===== config.mk =====
export PLATFORM = sky130hd
export DESIGN_NAME = vga_rx_decoder
export DESIGN_NICKNAME = d
export VERILOG_FILES = /design/src/rtl/vga_rx_decoder.sv
export SDC_FILE = /design/constraint.sdc
export NUM_CORES = 1
export LEC_CHECK = 0
export BUFFER_PORTS_ARGS = -buffer_cell sky130_fd_sc_hd__buf_2
export CORE_ASPECT_RATIO = 0.6
export CORE_UTILIZATION = 35
export CTS_CLUSTER_SIZE = 30
export DETAILED_ROUTE_END_ITERATION = 8
export HOLD_SLACK_MARGIN = 0.15
export PLACE_DENSITY_LB_ADDON = 0.1
export SETUP_SLACK_MARGIN = 0.1
export SYNTH_ARGS = -nofsm -noshare
export SYNTH_HDL_FRONTEND = slang
export SYNTH_SLANG_ARGS = --single-unit

===== constraint.sdc =====
create_clock -name pclk -period 3 [get_ports pclk]
set_input_delay 0.9 -clock pclk [delete_from_list [all_inputs] [get_ports pclk]]
set_output_delay 0.9 -clock pclk [all_outputs]
set_load 0.005 [all_outputs]

===== src/rtl/vga_rx_decoder.sv =====
// VGA receive-side timing decoder: measures sync/enable timing, locks after one
// clean frame, and turns the active pixel stream into framebuffer writes.
module vga_rx_decoder #(
  parameter int H_TOTAL = 800,
  parameter int V_TOTAL = 525,
  parameter int H_PIX   = 640,
  parameter int V_PIX   = 480
) (
  input  logic        pclk,
  input  logic        reset,
  input  logic        hsync,
  input  logic        vsync,
  input  logic        valid,
  input  logic [23:0] vga_data,
  output logic        pix_we,
  output logic [18:0] pix_addr,
  output logic [23:0] pix_data,
  output logic [9:0]  h_addr,
  output logic [9:0]  v_addr,
  output logic        locked,
  output logic        frame_start,
  output logic        err
);

  localparam logic [9:0]  H_TOTAL_C = 10'(H_TOTAL);
  localparam logic [9:0]  V_TOTAL_C = 10'(V_TOTAL);
  localparam logic [9:0]  H_PIX_C   = 10'(H_PIX);
  localparam logic [9:0]  V_PIX_C   = 10'(V_PIX);
  localparam logic [18:0] H_PIX_A   = 19'(H_PIX);
  localparam logic [9:0]  CNT_MAX   = 10'h3FF;

  typedef enum logic [1:0] {
    SEARCH  = 2'd0,
    MEASURE = 2'd1,
    LOCKED  = 2'd2
  } state_t;

  state_t      state, next_state;
  logic        hsync_q, vsync_q, valid_q;
  logic        hs_fall, vs_fall, vd_fall;
  logic [9:0]  line_cnt, vline_cnt, pix_cnt, act_cnt;
  logic        exempt, mm_rec, mm_now;
  logic        enter_measure, meas_open, in_locked, wr;
  logic [18:0] row_base;

  assign hs_fall = hsync_q & ~hsync;
  assign vs_fall = vsync_q & ~vsync;
  assign vd_fall = valid_q & ~valid;

  // Any timing rule broken on this edge; the first line after entering MEASURE
  // starts from a cleared counter, so its length is not judged.
  assign mm_now = (hs_fall && !exempt && line_cnt != H_TOTAL_C)
               || (vd_fall && pix_cnt != H_PIX_C)
               || (vs_fall && (vline_cnt != V_TOTAL_C || act_cnt != V_PIX_C));

  // NOTE: sequential state uses non-blocking assignments so every flop samples
  // pre-edge values regardless of process evaluation order.
  always_ff @(posedge pclk or negedge reset) begin
    if (!reset) state <= SEARCH;
    else        state <= next_state;
  end

  // NOTE: every always_comb output gets a default first so no path leaves it
  // unassigned and infers a latch.
  always_comb begin
    next_state = state;
    case (state)
      SEARCH:  if (vs_fall) next_state = MEASURE;
      MEASURE: if (vs_fall && !(mm_rec || mm_now)) next_state = LOCKED;
      LOCKED:  if (mm_now) next_state = SEARCH;
      default: next_state = SEARCH;
    endcase
  end

  always_comb begin
    enter_measure = 1'b0;
    meas_open     = 1'b0;
    in_locked     = 1'b0;
    case (state)
      SEARCH:  enter_measure = vs_fall;
      MEASURE: meas_open     = 1'b1;
      LOCKED:  in_locked     = 1'b1;
      default: ;
    endcase
  end

  assign locked = in_locked;

  always_ff @(posedge pclk or negedge reset) begin
    if (!reset) begin
      hsync_q <= 1'b0;
      vsync_q <= 1'b0;
      valid_q <= 1'b0;
    end else begin
      hsync_q <= hsync;
      vsync_q <= vsync;
      valid_q <= valid;
    end
  end

  // Sync-edge reloads win over the MEASURE-entry clear so a frame that starts
  // on a coincident hsync/vsync fall is measured from its true first line.
  always_ff @(posedge pclk or negedge reset) begin
    if (!reset) begin
      line_cnt  <= '0;
      vline_cnt <= '0;
      pix_cnt   <= '0;
      act_cnt   <= '0;
      exempt    <= 1'b0;
      mm_rec    <= 1'b0;
    end else begin
      if (hs_fall)                   line_cnt <= 10'd1;
      else if (enter_measure)        line_cnt <= '0;
      else if (line_cnt != CNT_MAX)  line_cnt <= line_cnt + 10'd1;

      if (hs_fall && vs_fall)                      vline_cnt <= 10'd1;
      else if (enter_measure)                      vline_cnt <= '0;
      else if (hs_fall && vline_cnt != CNT_MAX)    vline_cnt <= vline_cnt + 10'd1;

      if (enter_measure || vd_fall)          pix_cnt <= '0;
      else if (valid && pix_cnt != CNT_MAX)  pix_cnt <= pix_cnt + 10'd1;

      if (vs_fall)                             act_cnt <= '0;
      else if (vd_fall && act_cnt != CNT_MAX)  act_cnt <= act_cnt + 10'd1;

      if (enter_measure) exempt <= 1'b1;
      else if (hs_fall)  exempt <= 1'b0;

      if (meas_open && !vs_fall) mm_rec <= mm_rec | mm_now;
      else                       mm_rec <= 1'b0;
    end
  end

  always_ff @(posedge pclk or negedge reset) begin
    if (!reset) begin
      err         <= 1'b0;
      frame_start <= 1'b0;
    end else begin
      frame_start <= vs_fall;
      if (in_locked && mm_now) err <= 1'b1;
    end
  end

  // Writes follow the state at this edge, so a mismatch found on the same edge
  // does not cancel the pixel; the bounds keep pix_addr inside the frame.
  assign wr       = in_locked && valid && (pix_cnt < H_PIX_C) && (act_cnt < V_PIX_C);
  assign row_base = {9'd0, act_cnt} * H_PIX_A;

  always_ff @(posedge pclk or negedge reset) begin
    if (!reset) begin
      pix_we   <= 1'b0;
      pix_addr <= '0;
      pix_data <= '0;
      h_addr   <= '0;
      v_addr   <= '0;
    end else begin
      pix_we <= wr;
      if (wr) begin
        pix_addr <= row_base + {9'd0, pix_cnt};
        pix_data <= vga_data;
        h_addr   <= pix_cnt;
        v_addr   <= act_cnt;
      end
    end
  end

endmodule

==> results of run 1 <==
-- registers in the layout (all words and copies together) (netlist names) --
| signal | cells |
|---|---|
| act_cnt | 10 |
| err | 1 |
| exempt | 1 |
| frame_start | 1 |
| h_addr | 3 |
| hsync_q | 1 |
| line_cnt | 10 |
| mm_rec | 1 |
| pix_addr | 19 |
| pix_cnt | 10 |
| pix_data | 24 |
| pix_we | 1 |
| state | 2 |
| v_addr | 10 |
| valid_q | 1 |
| vline_cnt | 10 |
| vsync_q | 1 |
-- synth_stat cells (7+ instances only) --
cell	number
nand3_1	18
xnor2_1	15
dfrtp_1	106
nand4_1	8
and3_1	9
clkbuf_1	11
o21ai_0	24
nand2_1	143
xor2_1	22
nor2_1	51
buf_4	7
a21oi_1	10
inv_1	14
nor3_1	9
ha_1	27
-- through the flow --
stage	area [µm²]	power [µW]	setup slack, ns	util	cells
after floorplan	5331	2373	0.1512	-	562
after global placement	6041	2746	0.1314	0.4116	844
after detailed placement	6041	2766	0.06285	0.4116	844
after CTS	6347	3975	0.1316	0.4325	860
after global routing	6420	4195	0.1032	0.4374	863
final	6420	3927	0.2125	0.4374	863
-- final timing paths --
check | endpoint | cells after the start | slack [ns] | start
min | pix_data[20]$_DFFE_PN0P_ | 2 | 0.48 | pix_data[20]$_DFFE_PN0P_
max | pix_addr[18]$_DFFE_PN0P_ | 10 | 0.21 | act_cnt[1]$_DFFE_PN0P_
max reg2reg | pix_addr[18]$_DFFE_PN0P_ | 10 | 0.21 | act_cnt[1]$_DFFE_PN0P_
min reg2reg | pix_data[20]$_DFFE_PN0P_ | 2 | 0.48 | pix_data[20]$_DFFE_PN0P_
max in group asynchronous | pix_addr[15]$_DFFE_PN0P_ | 2 | 1.75 | reset
min in group asynchronous | line_cnt[4]$_DFFE_PN0P_ | 1 | 0.50 | reset
-- cells by family (layout without fill, tap and decap cells) --
| family | after synthesis | in the layout | share of synthesized area |
|---|---|---|---|
| AOI/OAI and AO/OA | 70 | 70 | 0.08942 |
| and+or+nand+nor | 279 | 279 | 0.2406 |
| DFF | 106 | 106 | 0.4975 |
| buffers and inverters | 38 | 141 | 0.03285 |
| adders and majority gates | 29 | 29 | 0.07087 |
| xor gates and xnor gates | 39 | 39 | 0.06689 |
| muxes | 1 | 1 | 0.001878 |
-- routing by layer --
layer,global-route usage,wire length (µm)
met1,0.2416,6351
met2,0.2427,5155
met3,0.04012,526
met4,0.03919,101
met5,0,0
-- what timing repair did --
| item | in CTS | in global routing |
|---|---|---|
| pin swaps | 0 | 8 |
| setup buffers | 0 | 3 |
| setup endpoints to repair | 1 | 3 |
| resized for setup | 2 | 9 |
-- power by group --
group	internal, µW	switching [µW]
clock	596	590
sequential	1720	215
combinational	390	415
total	2710	1220
-- worst max-delay path, cell delays in order (launching register included) --
cell and delay [ns]:
dfrtp_1 0.43, ha_4 0.29, ha_4 0.12, inv_2 0.03, fa_2 0.40, xnor2_2 0.16, or2b_1 0.26, nor2_2 0.15
nand4_2 0.15, or4_1 0.54, a31oi_1 0.16
-- layout make-up --
cell class	count	area [µm²]	area share
clock buffer	9	225.2	0.03508
clock inverter	7	76.32	0.01189
inverter	15	56.30	0.008770
multi-input combinational	418	2559	0.3986
sequential	106	2653	0.4132
tap	198	247.7	0.03859
timing repair buffer	110	603.1	0.09394
==> metrics.txt, run 1 <==
outcome=completed; Total Wirelength=12130 µm; Yosys cell types=62; # H-tree levels=3; Worst setup EP type=register; core area=14680 µm²; Setup Viol. Count Final=0; drt first pass iters=5; Synth Cell Area=5331 µm²; final hold slack=0.4755 ns; Avg Inst Size Synth=9.486 µm²; Worst EP arrival=3.05 ns; DIE WIDTH=161.3 µm; Tmin final=2.787 ns; Post-Syn Instances=562; GRT Overall Usage=0.1649; layout cell share with drive strength beyond 1=0.2195; Hold Vio Cnt, Final=0; NumNets Final=718; die area=15750 µm²; via count=4196; HP Class=register to register; CTS buffer count=9; flops & latches, synth=106; cts hold-fix bufs=0; Setup TNS=0 ns; ANT cells=0; leading area contributor after synthesis=dfrtp_1; skew final=0.01168 ns; commonest cells after routing, fill and taps aside=nand2_1, dfrtp_1, buf_2; Max Cap Viol=0; maximum vdd drop=0.2565 mV; I/O pins=96; Fmax=0.3587 GHz; Post-synth ARST share=1.000; Syn Nets=620; initial DRC count=267; Clk pin slew, worst setup/hold paths=0.08 ns; wire per inst=14.06 µm; Synth Warn #=0; dpl hpwl=8872 µm; fill count=1437; clk root buf=clkbuf_16; Required @ worst endpoint=3.26 ns; first-pass GRT wire length=20910 µm; largest net degree at the start of global routing=71; Max Root-Sink Buffers=2; commonest non-fill, non-tap cell in the layout=nand2_1; Via density=4.862; sequential area share after synthesis=0.4975; worst-margin pin slew=0.7191 ns; Final period util=0.9292; Most used DFF post-synth=dfrtp_1; grt ovf=0; Final ANT Viol Nets=0; startpoint types=register; top cells by area, synth=dfrtp_1, nand2_1, ha_1; Worst slew margin=0.5174; Remaining DRCs=0; Starting Density=0.3633; initial antenna violation count=0; critical path class=register to register; global placement routability congestion=0.7983; synth-to-layout area growth=20.42%; Worst-Skew Late Latency=0.35 ns; vias in the first global route=4150; TritonCTS clock tree=yes; Port Buffers=95; PwrDens=611.7 nW/µm²; Sink Count=106; number of synthesized flops with an enable pin=0; RSZ-0062 raised after global routing=no; P_leak=0.003293 µW; fin. max-slew vios=0; share of the synthesized area in the top cell type=0.4975; DIE HEIGHT=97.60 µm; Cell Rows=34; Max FO, Critical Path=3
Note: power is estimated with default switching activity, not from simulation.
==> run 2: changes to the inputs <==
==> constraint.sdc (replaced) <==
create_clock -name pclk -period 3 [get_ports pclk]
set_input_delay 0.6 -clock pclk [delete_from_list [all_inputs] [get_ports pclk]]
set_output_delay 0.6 -clock pclk [all_outputs]
set_load 0.005 [all_outputs]
==> metrics.txt, run 2 (same netlist as run 1, synthesis figures left out) <==
Total Wirelength=12560 µm (+3.5%); Final ANT Viol Nets=0 (unchanged); slowest CP cell=or4_1; Critical R2R Launch=act_cnt[1]$_DFFE_PN0P_; via count=4193 (-0.071%); largest net degree at the start of global routing=71 (unchanged); Worst setup EP type=register; ANT cells=0 (unchanged); commonest cells after routing, fill and taps aside=nand2_1, dfrtp_1, buf_2; Hold Vio Cnt, Final=0 (unchanged); synth-to-layout area growth=19.60%; # H-tree levels=3 (unchanged); multi-input logic area=2539 µm² (-0.78%); DIE HEIGHT=97.60 µm (unchanged); total power=3899 µW (-0.71%); worst-margin pin slew=0.7150 ns (-0.004105 ns); reg2reg end=pix_addr[18]$_DFFE_PN0P_; vias in the first global route=4200 (+1.2%); Sink Count=106 (unchanged); first-pass GRT wire length=21510 µm (+2.9%); Fmax=0.3624 GHz (+1.0%); skew final=0.01391 ns (+0.002236 ns); Remaining DRCs=0 (unchanged); DIE WIDTH=161.3 µm (unchanged); initial DRC count=187 (-30%); HP Class=primary input to asynchronous set/reset pin; NumNets Final=715 (-0.42%); CTS buffer count=9 (unchanged); Cell Rows=34 (unchanged); critical path class=register to register; Biggest register=pix_data; Worst slew margin=0.5201 (+0.002755); max reg flops=24 (unchanged); commonest non-fill, non-tap cell in the layout=nand2_1; Port Buffers=95 (unchanged); Clk pin slew, worst setup/hold paths=0.08 ns (about the same); final hold slack=0.2133 ns (-0.2622 ns); Max Cap Viol=0 (unchanged); Slowest Stage Delay on Critical Path=0.48 ns (-0.06 ns); TritonCTS clock tree=yes; I/O pins=96 (unchanged); grt ovf=0 (unchanged); fill count=1488 (+3.5%); Starting Density=0.3633 (unchanged); flop2flop setup slack=0.24 ns (+0.03 ns); RSZ-0062 raised after global routing=no; initial antenna violation count=0 (unchanged); cell count of the worst reg-to-reg path=10 (unchanged); Worst EP arrival=3.03 ns (-0.02 ns); Required @ worst endpoint=3.27 ns (about the same); Final period util=0.9199 (-0.009254); Setup Viol. Count Final=0 (unchanged); fin. max-slew vios=0 (unchanged); worst path cell trace=ha_1 > ha_2 > inv_1 > fa_2 > nor2b_4 > o31ai_2 > xnor2_2 > nand4_2 > or4_1 > a31oi_1; sequential cell area=2653 µm² (unchanged); Via density=4.876 (+0.28%); outcome=completed; maximum vdd drop=0.2910 mV (+13%); Max Root-Sink Buffers=2 (unchanged); die area=15750 µm² (unchanged); startpoint types=register; Max FO, Critical Path=4 (+1); PwrDens=611.5 nW/µm² (about the same); Largest regs=pix_data x24, pix_addr x19; core area=14680 µm² (unchanged); clk root buf=clkbuf_16; dpl hpwl=9112 µm (+2.7%); P_leak=0.003279 µW (-0.45%); layout cell share with drive strength beyond 1=0.2130 (-0.006558); Worst-Skew Late Latency=0.35 ns (about the same); Tmin final=2.760 ns (-0.02776 ns); global placement routability congestion=0.7739 (-3.1%); drt first pass iters=4 (-1); wire per inst=14.61 µm (+3.9%); Setup TNS=0 ns (unchanged); GRT Overall Usage=0.1710 (+0.006167)
-- run 2: cell types whose count changed in the layout (fill, tap and decap cells not counted), moves of 2 or more --
cell / before / now
ha_1: 24 / 26
inv_8: 3 / 0
ha_4: 2 / 0
buf_4: 15 / 12
-- run 2: cell type report --
cell class / instances / share of cell area
timing repair buffer: 107 / 0.09105
tap: 198 / 0.03885
sequential: 106 / 0.4160
clock inverter: 7 / 0.01177
inverter: 15 / 0.008830
clock buffer: 9 / 0.03532
multi-input combinational: 418 / 0.3982
-- run 2: repair_timing --
action,4_1_cts,5_1_grt
endpoints found under the hold margin,0,0
gates resized for setup,1,7
setup buffers,0,3
pin swaps,1,2
hold buffers,0,0
endpoints found under the setup margin,1,2
-- run 2: per-stage QoR --
step	instances	instance area [µm²]	utilization	setup slack, ns
final	860	6376	0.4344	0.2403
after global routing	860	6376	0.4344	0.08093
after CTS	857	6321	0.4307	0.1469
after detailed placement	841	6018	0.4101	0.07036
after global placement	841	6018	0.4101	0.1298
after floorplan	562	5331	-	0.1512
-- run 2: routing by layer --
| metal | GRT usage | part of all wire | wire length (µm) |
|---|---|---|---|
| met5 | 0 | 0 | 0 |
| met4 | 0.03991 | 0.0099 | 124 |
| met3 | 0.04012 | 0.046 | 577 |
| met2 | 0.2570 | 0.42 | 5289 |
| met1 | 0.2472 | 0.52 | 6570 |
-- run 2: worst max-delay path: cells and delay by family, from the launching register on --
family | cells | cell delay [ns]
AOI/OAI and AO/OA | 2 | 0.26
xor gates and xnor gates | 1 | 0.25
adders and majority gates | 3 | 0.87
buffers and inverters | 1 | 0.06
DFF | 1 | 0.41
and+or+nand+nor | 3 | 0.83
-- run 2: how the worst max path moves through the flow --
stage          slack [ns]                   start                  endpoint
5_1_grt              0.08  act_cnt[1]$_DFFE_PN0P_  pix_addr[18]$_DFFE_PN0P_
2_1_floorplan        0.15  act_cnt[3]$_DFFE_PN0P_  pix_addr[18]$_DFFE_PN0P_
3_5_place_dp         0.07  act_cnt[1]$_DFFE_PN0P_  pix_addr[18]$_DFFE_PN0P_
3_3_place_gp         0.13  act_cnt[1]$_DFFE_PN0P_  pix_addr[18]$_DFFE_PN0P_
4_1_cts              0.15  act_cnt[3]$_DFFE_PN0P_  pix_addr[18]$_DFFE_PN0P_
6_report             0.24  act_cnt[1]$_DFFE_PN0P_  pix_addr[18]$_DFFE_PN0P_
-- run 2: power breakdown --
group          switching [µW]  internal (µW)
clock                     583            588
combinational             415            379
sequential                214           1720
total                    1210           2690
